## src/rtl/fp_sched_pkg.sv

```systemverilog
// Shared types and defaults for the FP add scheduler: FSM states, widths,
// watchdog limit and the quiet-NaN pattern builder.
package fp_sched_pkg;

  localparam int MANT_DEF = 24;
  localparam int EXP_DEF  = 8;
  localparam int TMO_DEF  = 64;

  typedef enum logic [1:0] {
    IDLE = 2'd0,
    BUSY = 2'd1,
    RESP = 2'd2
  } state_t;

  // Packed {sign, exp, frac}: sign 0, exponent all ones, fraction MSB set.
  function automatic logic [63:0] qnan_bits(input int exp_w, input int mant_w);
    logic [63:0] v;
    v = '0;
    for (int i = 0; i < 64; i++) begin
      if (i == mant_w - 2 || (i >= mant_w - 1 && i < mant_w - 1 + exp_w))
        v[i] = 1'b1;
    end
    return v;
  endfunction

endpackage

```

## src/rtl/fp_add_scheduler_arb.sv

```systemverilog
// Two-way round-robin arbiter: the requester named by pointer wins a tie.
module rr_arbiter2
  import fp_sched_pkg::*;
(
  input  logic [1:0] request,
  input  logic       pointer,
  output logic [1:0] grant,
  output logic       any
);

  assign any      = |request;
  assign grant[0] = request[0] & (~pointer | ~request[1]);
  assign grant[1] = request[1] & (pointer | ~request[0]);

endmodule

```

## src/rtl/fp_add_scheduler.sv

```systemverilog
// Shares one FP adder/rounding pipeline between two requesters, one operation
// in flight. Define FP_SCHED_WATCHDOG_EN to add a BUSY-state timeout.
module fp_add_scheduler
  import fp_sched_pkg::*;
#(
  parameter int MANT = MANT_DEF,
  parameter int EXP  = EXP_DEF,
  parameter int TMO  = TMO_DEF
) (
  input  logic                Clock,
  input  logic                Reset,
  input  logic [1:0]          reqValid,
  output logic [1:0]          reqReady,
  input  logic [2*(EXP+MANT)-1:0] reqA,
  input  logic [2*(EXP+MANT)-1:0] reqB,
  input  logic [1:0]          reqSub,
  output logic [1:0]          respValid,
  input  logic [1:0]          respReady,
  output logic [EXP+MANT-1:0] respData,
  output logic                respInvalid,
  output logic [EXP+MANT-1:0] opA,
  output logic [EXP+MANT-1:0] opB,
  output logic                opSub,
  output logic                opValid,
  input  logic                unitValid,
  input  logic [MANT-1:0]     unitMant,
  input  logic [EXP-1:0]      unitExp,
  input  logic                unitSign,
  input  logic                unitInvalid,
  output logic                ResultValid
);

  localparam int W = EXP + MANT;

  state_t         state_q, state_d;
  logic           ptr_q, ptr_d;
  logic           grant_q, grant_d;
  logic [W-1:0]   opA_q, opA_d, opB_q, opB_d;
  logic           opSub_q, opSub_d;
  logic [W-1:0]   respData_q, respData_d;
  logic           respInvalid_q, respInvalid_d;
  logic           pulse_q, pulse_d;
  logic [1:0]     arb_grant;
  logic           arb_any;
  logic           timeout;
  logic           unused_hidden;

  // The hidden bit is implied by the packed format and is dropped.
  assign unused_hidden = unitMant[MANT-1];

  rr_arbiter2 u_arb (
    .request (reqValid),
    .pointer (ptr_q),
    .grant   (arb_grant),
    .any     (arb_any)
  );

`ifdef FP_SCHED_WATCHDOG_EN
  localparam int CW = $clog2(TMO) + 1;
  localparam logic [63:0]  QNAN_FULL = qnan_bits(EXP, MANT);
  localparam logic [W-1:0] QNAN      = QNAN_FULL[W-1:0];
  logic [CW-1:0] count_q, count_d;
  assign timeout = (count_q == CW'(TMO - 1));
`else
  localparam int unused_tmo = TMO;
  assign timeout = 1'b0;
`endif

  always_ff @(posedge Clock) begin
    if (Reset) begin
      state_q       <= IDLE;
      ptr_q         <= 1'b0;
      grant_q       <= 1'b0;
      opA_q         <= '0;
      opB_q         <= '0;
      opSub_q       <= 1'b0;
      respData_q    <= '0;
      respInvalid_q <= 1'b0;
      pulse_q       <= 1'b0;
`ifdef FP_SCHED_WATCHDOG_EN
      count_q       <= '0;
`endif
    end else begin
      state_q       <= state_d;
      ptr_q         <= ptr_d;
      grant_q       <= grant_d;
      opA_q         <= opA_d;
      opB_q         <= opB_d;
      opSub_q       <= opSub_d;
      respData_q    <= respData_d;
      respInvalid_q <= respInvalid_d;
      pulse_q       <= pulse_d;
`ifdef FP_SCHED_WATCHDOG_EN
      count_q       <= count_d;
`endif
    end
  end

  always_comb begin
    state_d       = state_q;
    ptr_d         = ptr_q;
    grant_d       = grant_q;
    opA_d         = opA_q;
    opB_d         = opB_q;
    opSub_d       = opSub_q;
    respData_d    = respData_q;
    respInvalid_d = respInvalid_q;
    pulse_d       = 1'b0;
`ifdef FP_SCHED_WATCHDOG_EN
    count_d       = (state_q == BUSY) ? count_q + 1'b1 : count_q;
`endif
    case (state_q)
      IDLE: if (arb_any) begin
        state_d = BUSY;
        grant_d = arb_grant[1];
        opA_d   = arb_grant[1] ? reqA[W +: W] : reqA[0 +: W];
        opB_d   = arb_grant[1] ? reqB[W +: W] : reqB[0 +: W];
        opSub_d = arb_grant[1] ? reqSub[1] : reqSub[0];
`ifdef FP_SCHED_WATCHDOG_EN
        count_d = '0;
`endif
      end
      BUSY: if (unitValid) begin
        state_d       = RESP;
        respData_d    = {unitSign, unitExp, unitMant[MANT-2:0]};
        respInvalid_d = unitInvalid;
        pulse_d       = 1'b1;
      end else if (timeout) begin
        state_d       = RESP;
`ifdef FP_SCHED_WATCHDOG_EN
        respData_d    = QNAN;
`endif
        respInvalid_d = 1'b1;
        pulse_d       = 1'b1;
      end
      RESP: if (respReady[grant_q]) begin
        state_d = IDLE;
        ptr_d   = ~grant_q;
      end
      default: state_d = IDLE;
    endcase
  end

  always_comb begin
    reqReady  = (state_q == IDLE) ? arb_grant : 2'b00;
    opValid   = (state_q == BUSY);
    respValid = (state_q == RESP) ? (grant_q ? 2'b10 : 2'b01) : 2'b00;
  end

  assign opA         = opA_q;
  assign opB         = opB_q;
  assign opSub       = opSub_q;
  assign respData    = respData_q;
  assign respInvalid = respInvalid_q;
  assign ResultValid = pulse_q;

endmodule

```

## config.mk

```make
export PLATFORM = sky130hd
export DESIGN_NAME = fp_add_scheduler
export DESIGN_NICKNAME = d
export VERILOG_FILES = /design/src/rtl/fp_sched_pkg.sv /design/src/rtl/fp_add_scheduler_arb.sv /design/src/rtl/fp_add_scheduler.sv
export SDC_FILE = /design/constraint.sdc
export NUM_CORES = 1
export LEC_CHECK = 0
export ABC_AREA = 1
export BUFFER_PORTS_ARGS = -buffer_cell sky130_fd_sc_hd__buf_2
export CAP_MARGIN = 0
export CELL_PAD_IN_SITES_DETAIL_PLACEMENT = 1
export CELL_PAD_IN_SITES_GLOBAL_PLACEMENT = 1
export CORE_ASPECT_RATIO = 1.4
export CORE_UTILIZATION = 29
export CTS_CLUSTER_DIAMETER = 60
export DETAILED_ROUTE_END_ITERATION = 8
export HOLD_SLACK_MARGIN = 0.08
export PLACE_DENSITY = 0.79
export SLEW_MARGIN = 20
export SYNTH_ARGS = -nofsm -noshare
export SYNTH_HDL_FRONTEND = slang
export SYNTH_SLANG_ARGS = --single-unit
```

## constraint.sdc

```tcl
create_clock -name Clock -period 1.6 [get_ports Clock]
set_clock_uncertainty 0.2 [all_clocks]
set_input_delay 0.16 -clock Clock [delete_from_list [all_inputs] [get_ports Clock]]
set_output_delay 0.16 -clock Clock [all_outputs]
set_load 0.05 [all_outputs]
```

== Yosys cells after proc, flatten, opt, wreduce, memory -nomap -nowiden ==
Index checks and enable logic that the tools add are counted.
Operators by class
  add/subtract/negate cells: 0
  multiply operators: 0
  divide/modulo/power cells: 0
  order comparisons: 1
  eq/ne operators: 5
  shift operators: 0
  muxes and demuxes: 13
  bitwise gates (word level): 9
  reductions and logical operators: 7
Operator list (number)
  $mux 32: 2
  $mux 2: 6
  $pmux 2 s3: 1
  $reduce_and 2->1: 3
  $not 1->1: 5
  $mux 1: 4
  $ne 2x2->1 const B: 2
  $reduce_or 2->1: 2
  $reduce_and 3->1: 1
  $and 1x1->1: 2
  $eq 2x1->1 const B: 1
  $eq 2x2->1 const B: 1
  $logic_not 2->1: 1
  $lt 1x2->1 const B: 1
  $ne 2x1->1 const B: 1
  $or 1x1->1: 2
Word-level totals
  flip-flop bits (word level): 103
  bits in latches: 0
  RAM bits: 0
  ROM bits: 0
  input bits: 171
  output and inout bits: 104
  logic and storage cells: 44
  memories kept: 0

== Longest topological paths before layout ==
Gate-level depths: netlist (run 1).
  word-level depth: 4
  depth in mapped cells: 8
  mapped depth without buffers: 6

== Cells and area by module ==
Synthesis (run 1) repeated with hierarchy kept, for this count alone.
Second synthesis, totals
  cells, all modules: 875
  area, all modules: 5063.6 sq um
Modules (own cells, without submodules)
  fp_add_scheduler: times used 1, cells each 869, area an instance 5038.6 sq um, sequential area each 2062.0 sq um
  rr_arbiter2: times used 1, cells each 6, area an instance 25.0 sq um, sequential area each 0.0 sq um

== Worst setup path before layout (run 1) ==
Ideal clock, no wire load.
  kind: register to register
  start: register state_q[0]
  end: register respData_q[13], in the netlist respData[13]
  library setup time: 0.116 ns
  arrival time: 1.492 ns
  required time: 1.284 ns
  setup slack: -0.208 ns
  cell stages (with the launch flop): 7
  path buffers: 1
  clock period less this slack: 1.808 ns
  cell sequence: dfxtp_1 > inv_2 > nor2_2 > nand2_1 > clkbuf_1 > nor2_1 > nor2_1
On the way
  longest elaborated chain between the ends: 2
RTL lines
  start, declared: RTL line fp_add_scheduler.sv:35  | state_t state_q, state_d;
  start signal, assigned: RTL line fp_add_scheduler.sv:84  | state_q <= state_d;
  $eq 2x1->1
  net opValid: RTL line fp_add_scheduler.sv:24  | output logic opValid,
  $reduce_and 2->1 (no line)
  end signal, assigned: RTL line fp_add_scheduler.sv:90  | respData_q <= respData_d;
  end, declared: RTL line fp_add_scheduler.sv:40  | logic [W-1:0] respData_q, respData_d;
The timed path passes the listed nets, and every way through them passes these cells.
A chain may end at the register's enable or synchronous reset.

== Worst setup path after layout (run 1) ==
  start: register state_q[0]
  end: register opB_q[17], in the netlist opB[17]
On the way
  longest elaborated chain between the ends: 2
RTL lines
  $logic_not 2->1: RTL line fp_add_scheduler.sv:112  | case (state_q)
  $reduce_and 2->1 (no line)
  end signal, assigned: RTL line fp_add_scheduler.sv:88  | opB_q <= opB_d;
  end, declared: RTL line fp_add_scheduler.sv:38  | logic [W-1:0] opA_q, opA_d, opB_q, opB_d;
No other way between the ends.

==> impl_metrics.py, run 1 <==
metrics = {
    "placement": {
        "place_area_um2": 6880,
        "gp_congestion": 0.812,
        "port_buffers": 273,
        "hpwl_um": 13100,
    },
    "timing": {
        "fin_tns_setup_ps": -35.2,
        "grt_setup_unrepaired": "yes",
        "setup_viol": 2,
        "fmax_mhz": 615,
        "drv_slew": 0,
        "slew_headroom_pct": 74.0,
        "finalWorstSetupSlack_ps": -26.3,
        "final_hold_viol_count": 0,
        "period_share_pct": 102,
        "tightest_slew_ps": 390,
        "finalCriticalPeriod_ps": 1630,
    },
    "final_layout": {
        "multi_input_area_um2": 2420,
        "nNetsFinal": 1478,
        "area_growth_pct": 76.4,
        "register_area_um2": 2070,
        "n_fill_cell": 2345,
        "fin_area_um2": 9150,
        "drive_above_1_share_pct": 26.1,
    },
    "floorplanning": {
        "dieHeight_um": 160,
        "ios": 275,
        "fp.coreArea_um2": 17400,
        "fp.dieW_um": 115,
        "rows": 57,
        "initial_core_util_pct": 29.8,
        "design.die.area_um2": 18400,
    },
    "power": {
        "powerDensity_nw_per_um2": 946,
        "ir_drop_mv": 0.598,
        "cellLeakagePower_nw": 5.00,
    },
    "detailed_routing": {
        "dr.pass1.iters": 4,
        "wl_um": 27300,
        "drc": 0,
        "dr_total_vias": 7305,
        "drt_first_iter_violations": 306,
        "vias_per_cell": 4.68,
        "wl_per_cell_um": 17.5,
        "detail-route-antenna-nets": 0,
    },
    "clock_tree": {
        "cts.sinks": 103,
        "cts_root_buffer": "clkbuf_16",
        "cts_buffers": 9,
        "tritoncts": "yes",
        "clockBufferDepth": 2,
        "clkLatencyLatePin_ps": 350,
        "h-tree-depth": 3,
        "path_clk_slew_ps": 80,
    },
    "worst_hold_path": {
        "hp-class": "in2reg",
    },
    "run_status": {
        "outcome": "finished, violations left",
        "violations": "negative setup slack",
    },
    "yosys": {
        "syn_area_um2": 5180,
        "netlist.area_leader.share_pct": 39.8,
        "syn_area_per_cell_um2": 5.89,
        "yosysTopAreaCell": "dfxtp_1",
        "synth_seq_cells": 103,
        "seq_area_frac_synth_pct": 39.8,
        "synth.net_count": 1051,
        "ys_types": 14,
        "synthTopCellsByArea": "dfxtp_1 (40%), nor2_1 (20%), nand2_1 (15%)",
        "syn_inst": 880,
        "yosysWarnings": 0,
    },
    "global_route": {
        "grt_max_degree": 61,
        "antenna_found_initial": 12,
        "grt.total_usage_pct": 28.5,
        "grt_pass1_vias": 8154,
        "grt_overflow": 0,
        "grt_pass1_wl_um": 40500,
    },
    "setup_path": {
        "required_ps": 1650,
        "crit_family": "simple AND/OR/NAND/NOR gates",
        "cp.arrival_ps": 1670,
        "critPathMaxFanout": 8,
        "crit_chain": "inv_4 > nand2_4 > nor2_4 > buf_12 > buf_12 > buf_6 > nand2_1 > nor2_1 > nor2_1",
        "worst_setup_path_end_kind": "flop",
        "max_stage_delay_ps": 380,
        "crit_type": "reg2reg",
        "cp-start-kind": "flop",
        "regToRegSetupSlack_ps": -30,
        "worst-path-buf-inv": 4,
        "slowest_stage": "dfxtp_4",
    },
    "flow_run": {
        "maxCapViolations": 0,
    },
}
## state kept, by name, summed over array words and instances (netlist names)
register and cells:
opB 32, opA 32, respData 32, ptr_q 1, ResultValid 1, opSub 1
respInvalid 1, grant_q 1, state_q 2
## power by group
group,switching [mW],internal (mW)
Sequential,0.152,2.84
Combinational,2.22,1.16
Clock,1.18,1.11
Total,3.54,5.11
## synthesized netlist by cell type (all sizes together)
library cell and number:
nor2 272, nand2 210, inv 139, dfxtp 103, nand3 67, buf 35, o21ai 34, clkbuf 16
a21oi 4
## placed cells by master (no fill, tap or decap)
cell type	instances
dfxtp_2	2
inv_4	2
dlygate4sd3_1	167
inv_6	5
o21ai_4	1
o21ai_0	29
nand3_1	67
buf_12	14
buf_2	268
clkbuf_16	12
dfxtp_4	2
diode_2	12
dfxtp_1	99
nor2_1	261
nand2_1	204
nor2_4	5
clkinv_8	1
buf_6	3
inv_2	3
nor2_2	6
buf_4	10
inv_1	134
o21ai_1	4
a21oi_1	4
nand2_2	5
nand2_4	1
buf_8	2
inv_8	1
## tightest hold or removal path: cells and delay by family
family                 cells  cell delay (ps)
and+or+nand+nor            3              240
buffers and inverters      1              170
AOI/OAI and AO/OA          1               90
## stage by stage
stage | hold slack (ps) | setup WS [ps] | utilization (%) | std cells | power, mW
6_report | 171 | -26.3 | 52.6 | 1560 | 8.65
5_1_grt | 201 | -94.1 | 52.6 | 1560 | 9.07
4_1_cts | 180 | -27.4 | 51.4 | 1540 | 8.39
3_5_place_dp | 190 | 94.2 | 39.6 | 1354 | 5.76
3_3_place_gp | 181 | 133 | 39.6 | 1354 | 5.70
2_1_floorplan | 29.1 | -83.1 | - | 880 | 4.92
## metal layers
layer / share of wire (%) / GRT usage, %
met4: 6.7 / 22.6
met1: 35 / 26.9
met3: 5.1 / 6.00
met2: 53 / 52.2
met5: 0 / 0
## final cells by class
type | instances | share of cell area, %
antenna | 12 | 0.328
timing repair buffer | 467 | 38.3
tap | 236 | 3.23
clock inverter | 7 | 0.780
sequential | 103 | 22.7
inverter | 139 | 5.76
multi-input combinational | 587 | 26.4
clock buffer | 9 | 2.46
## worst paths after layout
| path | endpoint | depth (start not counted) | start |
|---|---|---|---|
| max | opB[17]$_SDFFE_PP0P_ | 9 | state_q[0]$_SDFFE_PP0P_ |
| min | grant_q$_SDFFE_PP0P_ | 5 | reqValid[1] |
| max reg2reg | opB[17]$_SDFFE_PP0P_ | 9 | state_q[0]$_SDFFE_PP0P_ |
| min reg2reg | ptr_q$_SDFFE_PP0P_ | 2 | ptr_q$_SDFFE_PP0P_ |
## timing repair
| item | CTS | global route |
|---|---|---|
| setup endpoints to repair | 4 | 26 |
| hold buffers | 167 | 0 |
| setup buffers | 3 | 4 |
| gates resized for setup | 23 | 14 |
| cloned | 0 | 4 |
| hold endpoints to repair | 103 | 0 |
| pin swaps | 4 | 7 |
## logic make-up after synthesis
group / share of synthesized area (%)
simple gates: 41.5
compound gates: 3.67
buf+inv: 15.1
flops: 39.8
Power figures use the tool's default switching activity.
==> run 2: changes to the inputs <==
- PLACE_DENSITY: 0.79 -> 0.8
- SYNTH_HIERARCHICAL: default -> 1
==> run 2 against run 1 <==
The run still ends with negative setup slack left. Non-clock buffer count grew 6. Power up 2.8%. Final area increased by 1.8%. Via count is 0.75% lower. Fmax decreased by 1.4%. Area after synthesis fell by 2.3%. Sequential share of layout area fell by 0.39 points. Utilization is 2.6 points higher. Critical path type unchanged. Critical endpoint is now opB[12]$_SDFFE_PP0P_.
==> impl_metrics.py, run 2 <==
metrics = {
    "run_status": {
        "outcome": "finished, violations left",
        "violations": "negative setup slack",
    },
    "yosys": {
        "yosysMostFrequentCell": "nand2_1",
        "syn_area_per_cell_um2": 5.79,
        "netlist_top_cells_count": "nand2_1 (401), nor2_1 (201), inv_1 (111)",
        "syn_area_um2": 5060,
        "synthTopCellsByArea": "dfxtp_1 (41%), nand2_1 (30%), nor2_1 (15%)",
        "syn_inst": 875,
        "seq_area_frac_synth_pct": 40.7,
        "synthFlopType": "dfxtp_1",
        "ys_types": 17,
        "synth.net_count": 1046,
        "yosysWarnings": 6,
        "synth_seq_cells": 103,
        "yosysTopAreaCell": "dfxtp_1",
        "synth_async_sr_flop_share_pct": 0,
        "netlist.area_leader.share_pct": 40.7,
        "synth_enable_flop_cells": 0,
    },
    "setup_path": {
        "max_stage_delay_ps": 340,
        "crit_type": "reg2reg",
        "crit_family": "buffers and inverters",
        "worst-path-buf-inv": 4,
        "cp.arrival_ps": 1700,
        "worst_setup_path_end_kind": "flop",
        "crit_chain": "inv_2 > a21oi_4 > inv_6 > buf_12 > buf_16 > nand2_2 > nand2_1 > nor2_2 > nor2_1",
        "required_ps": 1650,
        "critPathMaxFanout": 14,
        "cp-start-kind": "flop",
        "slowest_stage": "dfxtp_2",
    },
    "timing": {
        "grt_setup_unrepaired": "yes",
        "setup_viol": 5,
        "period_share_pct": 103,
        "finalWorstSetupSlack_ps": -49.9,
        "slew_headroom_pct": 80.3,
        "final_hold_viol_count": 0,
        "fmax_mhz": 606,
        "finalCriticalPeriod_ps": 1650,
        "tightest_slew_ps": 297,
        "drv_slew": 0,
        "fin_tns_setup_ps": -106,
    },
    "placement": {
        "port_buffers": 273,
        "dp_worst_setup_slack_ps": 47.0,
        "hpwl_um": 12500,
        "gp_congestion": 0.801,
    },
    "detailed_routing": {
        "wl_per_cell_um": 18.3,
        "dr.pass1.iters": 5,
        "drc": 0,
        "dr_total_vias": 7250,
        "vias_per_cell": 4.65,
        "detail-route-antenna-nets": 0,
        "wl_um": 28500,
        "drt_first_iter_violations": 329,
    },
    "floorplanning": {
        "ios": 275,
        "dieHeight_um": 158,
        "fp.dieW_um": 114,
        "design.die.area_um2": 18000,
        "rows": 56,
        "fp.coreArea_um2": 16900,
        "initial_core_util_pct": 30.0,
    },
    "global_route": {
        "grt_pass1_vias": 7852,
        "grt_pass1_wl_um": 39800,
        "grt_overflow": 0,
        "grt.total_usage_pct": 29.1,
        "antenna_found_initial": 8,
        "grt_max_degree": 64,
    },
    "clock_tree": {
        "clkLatencyLatePin_ps": 350,
        "tritoncts": "yes",
        "clockBufferDepth": 2,
        "h-tree-depth": 3,
        "cts.sinks": 103,
        "path_clk_slew_ps": 80,
        "cts_root_buffer": "clkbuf_16",
        "cts_buffers": 9,
    },
    "final_layout": {
        "register_area_um2": 2070,
        "multi_input_area_um2": 2530,
        "nNetsFinal": 1484,
        "n_fill_cell": 2183,
        "final_common_cell": "nand2_1",
        "final_cell_mix": "nand2_1 (370), buf_2 (268), nor2_1 (182)",
        "area_growth_pct": 83.8,
        "drive_above_1_share_pct": 29.4,
    },
    "worst_hold_path": {
        "hp-class": "in2reg",
    },
    "power": {
        "powerDensity_nw_per_um2": 956,
        "ir_drop_mv": 0.499,
        "cellLeakagePower_nw": 5.18,
    },
    "flow_run": {
        "maxCapViolations": 0,
    },
}
run 2: cell count changes in the layout (fill, tap and decap cells not counted), sizes merged, moves of 2 or more:
cell	change
nand2	+192
diode	-2
buf	+2
nand3	-65
o21ai	-33
bufinv	+2
inv	-30
nor2	-69
clkbuf	+4
clkinvlp	+2
run 2: final cells by class:
cell class	count	share of cell area (%)
Timing Repair Buffer	473	39.1
Multi-Input combinational cell	614	27.2
Sequential cell	103	22.3
Inverter	112	4.60
Tap cell	232	3.12
Clock buffer	9	2.42
Clock inverter	7	1.09
Antenna cell	10	0.269
run 2: stage by stage:
step	power (mW)	instance area, um2	util [%]	std cells	hold WS, ps
6_report	8.89	9310	55.1	1560	190
2_1_floorplan	4.90	5070	-	875	29.1
4_1_cts	8.54	8850	52.4	1541	98.4
5_1_grt	9.29	9300	55.1	1558	224
3_3_place_gp	5.61	6720	39.8	1353	179
3_5_place_dp	5.66	6720	39.8	1353	190
run 2: final timing paths:
path / startpoint / endpoint / slack, ps / cells after the start
worst min register to register: opB[29]$_SDFFE_PP0P_ / opB[29]$_SDFFE_PP0P_ / 310 / 4
worst min-delay path: reqValid[0] / grant_q$_SDFFE_PP0P_ / 190 / 5
worst max register to register: ptr_q$_SDFFE_PP0P_ / opB[12]$_SDFFE_PP0P_ / -50 / 9
worst max-delay path: ptr_q$_SDFFE_PP0P_ / opB[12]$_SDFFE_PP0P_ / -50 / 9
run 2: kinds of logic (layout without fill, tap and decap cells):
| family | Yosys count | count (layout) | synth area share, % |
|---|---|---|---|
| simple gates | 608 | 608 | 45.4 |
| compound gates | 6 | 6 | 0.593 |
| flops | 103 | 103 | 40.7 |
| other cells | 0 | 10 | 0 |
| buf+inv | 158 | 601 | 13.3 |
run 2: timing repair:
action | in CTS | in global routing
hold endpoints to repair | 103 | 0
hold buffers | 167 | 0
pin swaps | 6 | 20
gates cloned | 1 | 8
endpoints found under the setup margin | 4 | 76
resized for setup | 27 | 75
setup buffers | 5 | 1
run 2: power by group:
part | internal (mW) | total, mW | switching [mW]
registers | 2.84 | 2.99 | 0.154
logic | 1.16 | 3.42 | 2.26
clock network | 1.39 | 2.48 | 1.09
total | 5.39 | 8.89 | 3.51
run 2: worst reg2reg max path: cells and delay by family (launching register included):
kind,cells,cell delay [ps]
simple gates,4,370
flops,1,340
buf+inv,4,450
compound gates,1,200
run 2: metal layers:
metal  track usage [%]  vias to the layer above  share of wire [%]
met1              27.3                     3361                 34
met2              54.1                      361                 52
met5                 0                        -                  0
met3              6.85                      144                6.2
li1                  -                     3384                  -
met4              22.7                        0                7.3
==> run 3: changes to the inputs <==
- CTS_BUF_LIST: default -> sky130_fd_sc_hd__clkbuf_2
- RECOVER_POWER: default -> 50
==> run 3 against run 2 <==
The run now fails in global routing (5_1_grt). Area after synthesis did not move. Synthesized cell count did not move.
==> impl_metrics.py, run 3 <==
metrics = {
    "floorplanning": {
        "ios": 275,
        "initial_core_util_pct": 30.0,
        "rows": 56,
        "dieHeight_um": 158,
        "fp.dieW_um": 114,
    },
    "yosys": {
        "synthFlopType": "dfxtp_1",
        "seq_area_frac_synth_pct": 40.7,
        "syn_area_um2": 5060,
        "synthTopCellsByArea": "dfxtp_1 (41%), nand2_1 (30%), nor2_1 (15%)",
        "syn_inst": 875,
        "synth.net_count": 1046,
        "synth_async_sr_flop_share_pct": 0,
        "netlist.area_leader.share_pct": 40.7,
        "netlist_top_cells_count": "nand2_1 (401), nor2_1 (201), inv_1 (111)",
        "ys_types": 17,
        "syn_area_per_cell_um2": 5.79,
        "yosysWarnings": 6,
        "synth_enable_flop_cells": 0,
        "yosysMostFrequentCell": "nand2_1",
        "synth_seq_cells": 103,
        "yosysTopAreaCell": "dfxtp_1",
    },
    "run_status": {
        "outcome": "did not finish",
        "error": "[ERROR GRT-0232] Routing congestion too high. Check the congestion heatmap in the GUI.",
        "stop_stage": "global routing (5_1_grt)",
    },
    "global_route": {
        "grt_overflow": 10,
        "grt.total_usage_pct": 61.0,
        "antenna_found_initial": 14,
        "grt_max_degree": 64,
    },
    "timing": {
        "worst_path_end_type": "top-level output",
        "grt-worst-endpoint": "reqReady[1]",
    },
    "clock_tree": {
        "clockBufferDepth": 2,
        "h-tree-depth": 3,
        "cts_buffers": 9,
        "cts.sinks": 103,
        "cts_root_buffer": "clkbuf_2",
    },
    "placement": {
        "hpwl_um": 12500,
        "gp_congestion": 0.801,
        "dp_worst_setup_slack_ps": 47.0,
        "port_buffers": 273,
    },
}
-- run 3: cell counts after synthesis --
No cell type changed its count.
-- run 3: per-layer routing --
layer | overflow | track usage [%]
met2 | 7 | 90.9
met4 | 3 | 69.1
met3 | 0 | 31.7
met1 | 0 | 56.8
met5 | 0 | 0
-- run 3: cells by family after synthesis --
family | count (synthesis) | synth area share [%]
AO/OA/AOI/OAI | 6 | 0.593
buffers and inverters | 158 | 13.3
flip-flops | 103 | 40.7
AND/OR/NAND/NOR | 608 | 45.4
-- run 3: repair_timing --
| item | CTS |
|---|---|
| gates cloned | 2 |
| endpoints found under the hold margin | 103 |
| pin swaps | 7 |
| resized for setup | 403 |
| setup endpoints to repair | 105 |
| hold buffers | 215 |
| setup buffers | 13 |
-- run 3: through the flow --
step	util, %	setup TNS [ps]	instance area [um2]	std cells
2_1_floorplan	-	-184	5070	875
3_3_place_gp	39.8	0	6720	1353
3_5_place_dp	39.8	0	6720	1353
4_1_cts	60.8	-15730	10300	1598
==> run 4: changes to the inputs <==
- CELL_PAD_IN_SITES_DETAIL_PLACEMENT: 1 -> default
- CELL_PAD_IN_SITES_GLOBAL_PLACEMENT: 1 -> default
- CORE_ASPECT_RATIO: 1.4 -> default
- CORE_UTILIZATION: 29 -> 20
- CTS_BUF_LIST: sky130_fd_sc_hd__clkbuf_2 -> default
- CTS_CLUSTER_DIAMETER: 60 -> default
- HOLD_SLACK_MARGIN: 0.08 -> default
- PLACE_DENSITY: 0.8 -> default
- PLACE_DENSITY_LB_ADDON: default -> 0.15
==> run 4 against run 3 <==
The run now ends clean.
==> impl_metrics.py, run 4 (synthesized netlist as in run 2, its figures left out) <==
metrics = {
    "setup_path": {
        "slowest_stage": "dfxtp_4",
        "r2r_end": "opA[25]$_SDFFE_PP0P_",
        "critPathMaxFanout": 4,
        "regToRegSetupSlack_ps": 90,
        "crit_family": "flip-flops",
        "rr_startpoint": "state_q[1]$_SDFFE_PP0P_",
        "crit_chain": "inv_2 > nor2_4 > inv_2 > nor2_2 > buf_6",
        "cp-start-kind": "flop",
        "cp_common_cell": "inv_2",
        "reg2regPathDepth": 6,
        "worst_setup_path_end_kind": "output port",
        "worst-path-buf-inv": 3,
        "max_stage_delay_ps": 390,
        "crit_type": "reg2out",
        "required_ps": 1240,
        "cp.arrival_ps": 1220,
    },
    "global_route": {
        "grt_use_met3_pct": 2.90,
        "grt_use_met2_pct": 25.0,
        "antenna_found_initial": 0,
        "grt_pass1_vias": 6061,
        "grt_max_degree": 50,
        "gr-max-usage-layer": "met2",
        "grt.total_usage_pct": 14.1,
        "grt_use_met1_pct": 16.4,
        "grt_overflow": 0,
        "grt_pass1_wl_um": 29600,
    },
    "placement": {
        "place_area_um2": 6830,
        "gp_congestion": 0.758,
        "hpwl_um": 12000,
        "port_buffers": 273,
    },
    "power": {
        "p_int_mw": 5.07,
        "swShare_pct": 38.7,
        "clkPwrFrac_pct": 26.8,
        "power_frac_seq_pct": 36.0,
        "ir_drop_mv": 0.392,
        "powerDensity_nw_per_um2": 910,
        "cellLeakagePower_nw": 5.03,
        "switchingPower_mw": 3.20,
        "power.total_mw": 8.27,
        "pwr-share-comb_pct": 37.2,
    },
    "detailed_routing": {
        "vias_per_cell": 3.80,
        "dr_total_vias": 6213,
        "dr.pass1.iters": 4,
        "drc": 0,
        "detail-route-antenna-nets": 0,
        "wl_per_cell_um": 11.9,
        "wl_um": 19400,
        "drt_first_iter_violations": 225,
    },
    "final_layout": {
        "multi_input_area_um2": 2400,
        "drive_above_1_share_pct": 26.1,
        "n_antenna_cell": 0,
        "fin_area_um2": 9080,
        "nNetsFinal": 1478,
        "n_fill_cell": 2628,
        "area_growth_pct": 79.4,
        "final_cell_mix": "nand2_1 (397), nor2_1 (192), buf_2 (171)",
        "final_common_cell": "nand2_1",
        "register_area_um2": 2070,
    },
    "worst_hold_path": {
        "worstHoldPathCells": 5,
        "hp-class": "in2reg",
        "hp-start": "reqValid[0]",
        "holdPathEnd": "grant_q$_SDFFE_PP0P_",
    },
    "floorplanning": {
        "dieHeight_um": 161,
        "initial_core_util_pct": 20.6,
        "rows": 57,
        "fp.dieW_um": 161,
        "design.die.area_um2": 26000,
        "fp.coreArea_um2": 24600,
        "ios": 275,
    },
    "timing": {
        "fin_tns_setup_ps": 0,
        "setup_viol": 0,
        "finalCriticalPeriod_ps": 1580,
        "grt_setup_unrepaired": "yes",
        "slew_headroom_pct": 79.1,
        "timing.hold.ws_ps": 185,
        "drv_slew": 0,
        "period_share_pct": 98.5,
        "tightest_slew_ps": 315,
        "final_hold_viol_count": 0,
        "fmax_mhz": 635,
    },
    "clock_tree": {
        "h-tree-depth": 3,
        "cts_buffers": 9,
        "path_clk_slew_ps": 70,
        "tritoncts": "yes",
        "cts.sinks": 103,
        "clkLatencyLatePin_ps": 350,
        "cts_root_buffer": "clkbuf_16",
        "clockBufferDepth": 2,
    },
    "flow_run": {
        "maxCapViolations": 0,
    },
    "run_status": {
        "outcome": "completed",
    },
}
## run 4: through the flow
stage               setup slack (ps)  utilization, %  cells
finish                          24.7            36.9   1636
global route                   -48.2            36.9   1636
CTS                            -10.0            36.0   1630
detailed placement              69.0            27.8   1444
global placement                83.9            27.8   1444
floorplan                      -61.4               -    875
## run 4: power groups by stage
stage | Combinational [mW] | Clock [mW] | Sequential [mW]
finish | 3.08 | 2.22 | 2.98
global route | 3.36 | 2.44 | 3.01
CTS | 2.98 | 2.35 | 2.97
detailed placement | 2.63 | 0 | 3.02
global placement | 2.64 | 0 | 3.02
floorplan | 0.954 | 0 | 3.95
## run 4: how the worst max path moves through the flow
stage                            start                    to  slack [ps]  depth (start not counted)
3_3_place_gp        ptr_q$_SDFFE_PP0P_  opA[14]$_SDFFE_PP0P_          80                          8
3_5_place_dp   state_q[1]$_SDFFE_PP0P_  opA[25]$_SDFFE_PP0P_          70                          5
4_1_cts        state_q[0]$_SDFFE_PP0P_               opValid         -10                          3
6_report       state_q[1]$_SDFFE_PP0P_          respValid[1]          20                          5
2_1_floorplan  state_q[1]$_SDFFE_PP0P_          respValid[0]         -60                          4
5_1_grt        state_q[1]$_SDFFE_PP0P_          respValid[1]         -50                          5
## run 4: repair_timing
item / CTS / global route
buffers inserted: 3 / 0
endpoints found under the setup margin: 5 / 97
pin swaps: 2 / 4
endpoints found under the hold margin: 103 / 0
resized for setup: 20 / 25
hold buffers: 167 / 0
gates cloned: 0 / 6
## run 4: routing by layer
layer  up-vias  part of all wire (%)
li1       3361                     -
met2       178                    49
met1      2646                    44
met5         -                     0
met3        28                   5.1
met4         0                   2.3
## run 4: final cells by class
cell class              instances  share of cell area [%]
well taps                     324                    4.46
clock buffers                  11                    2.78
flip-flops and latches        103                    22.8
multi-input cells             614                    26.4
inverters                     112                    4.64
clock inverters                 5                   0.427
repair buffers                467                    38.5
## run 4: worst reg2reg max path, cell delays in order, from the launching register on
cell	delay, ps
dfxtp_4	370
nor2_4	130
buf_4	150
nand2_8	120
clkbuf_16	230
nor2_1	150
nor2_1	60
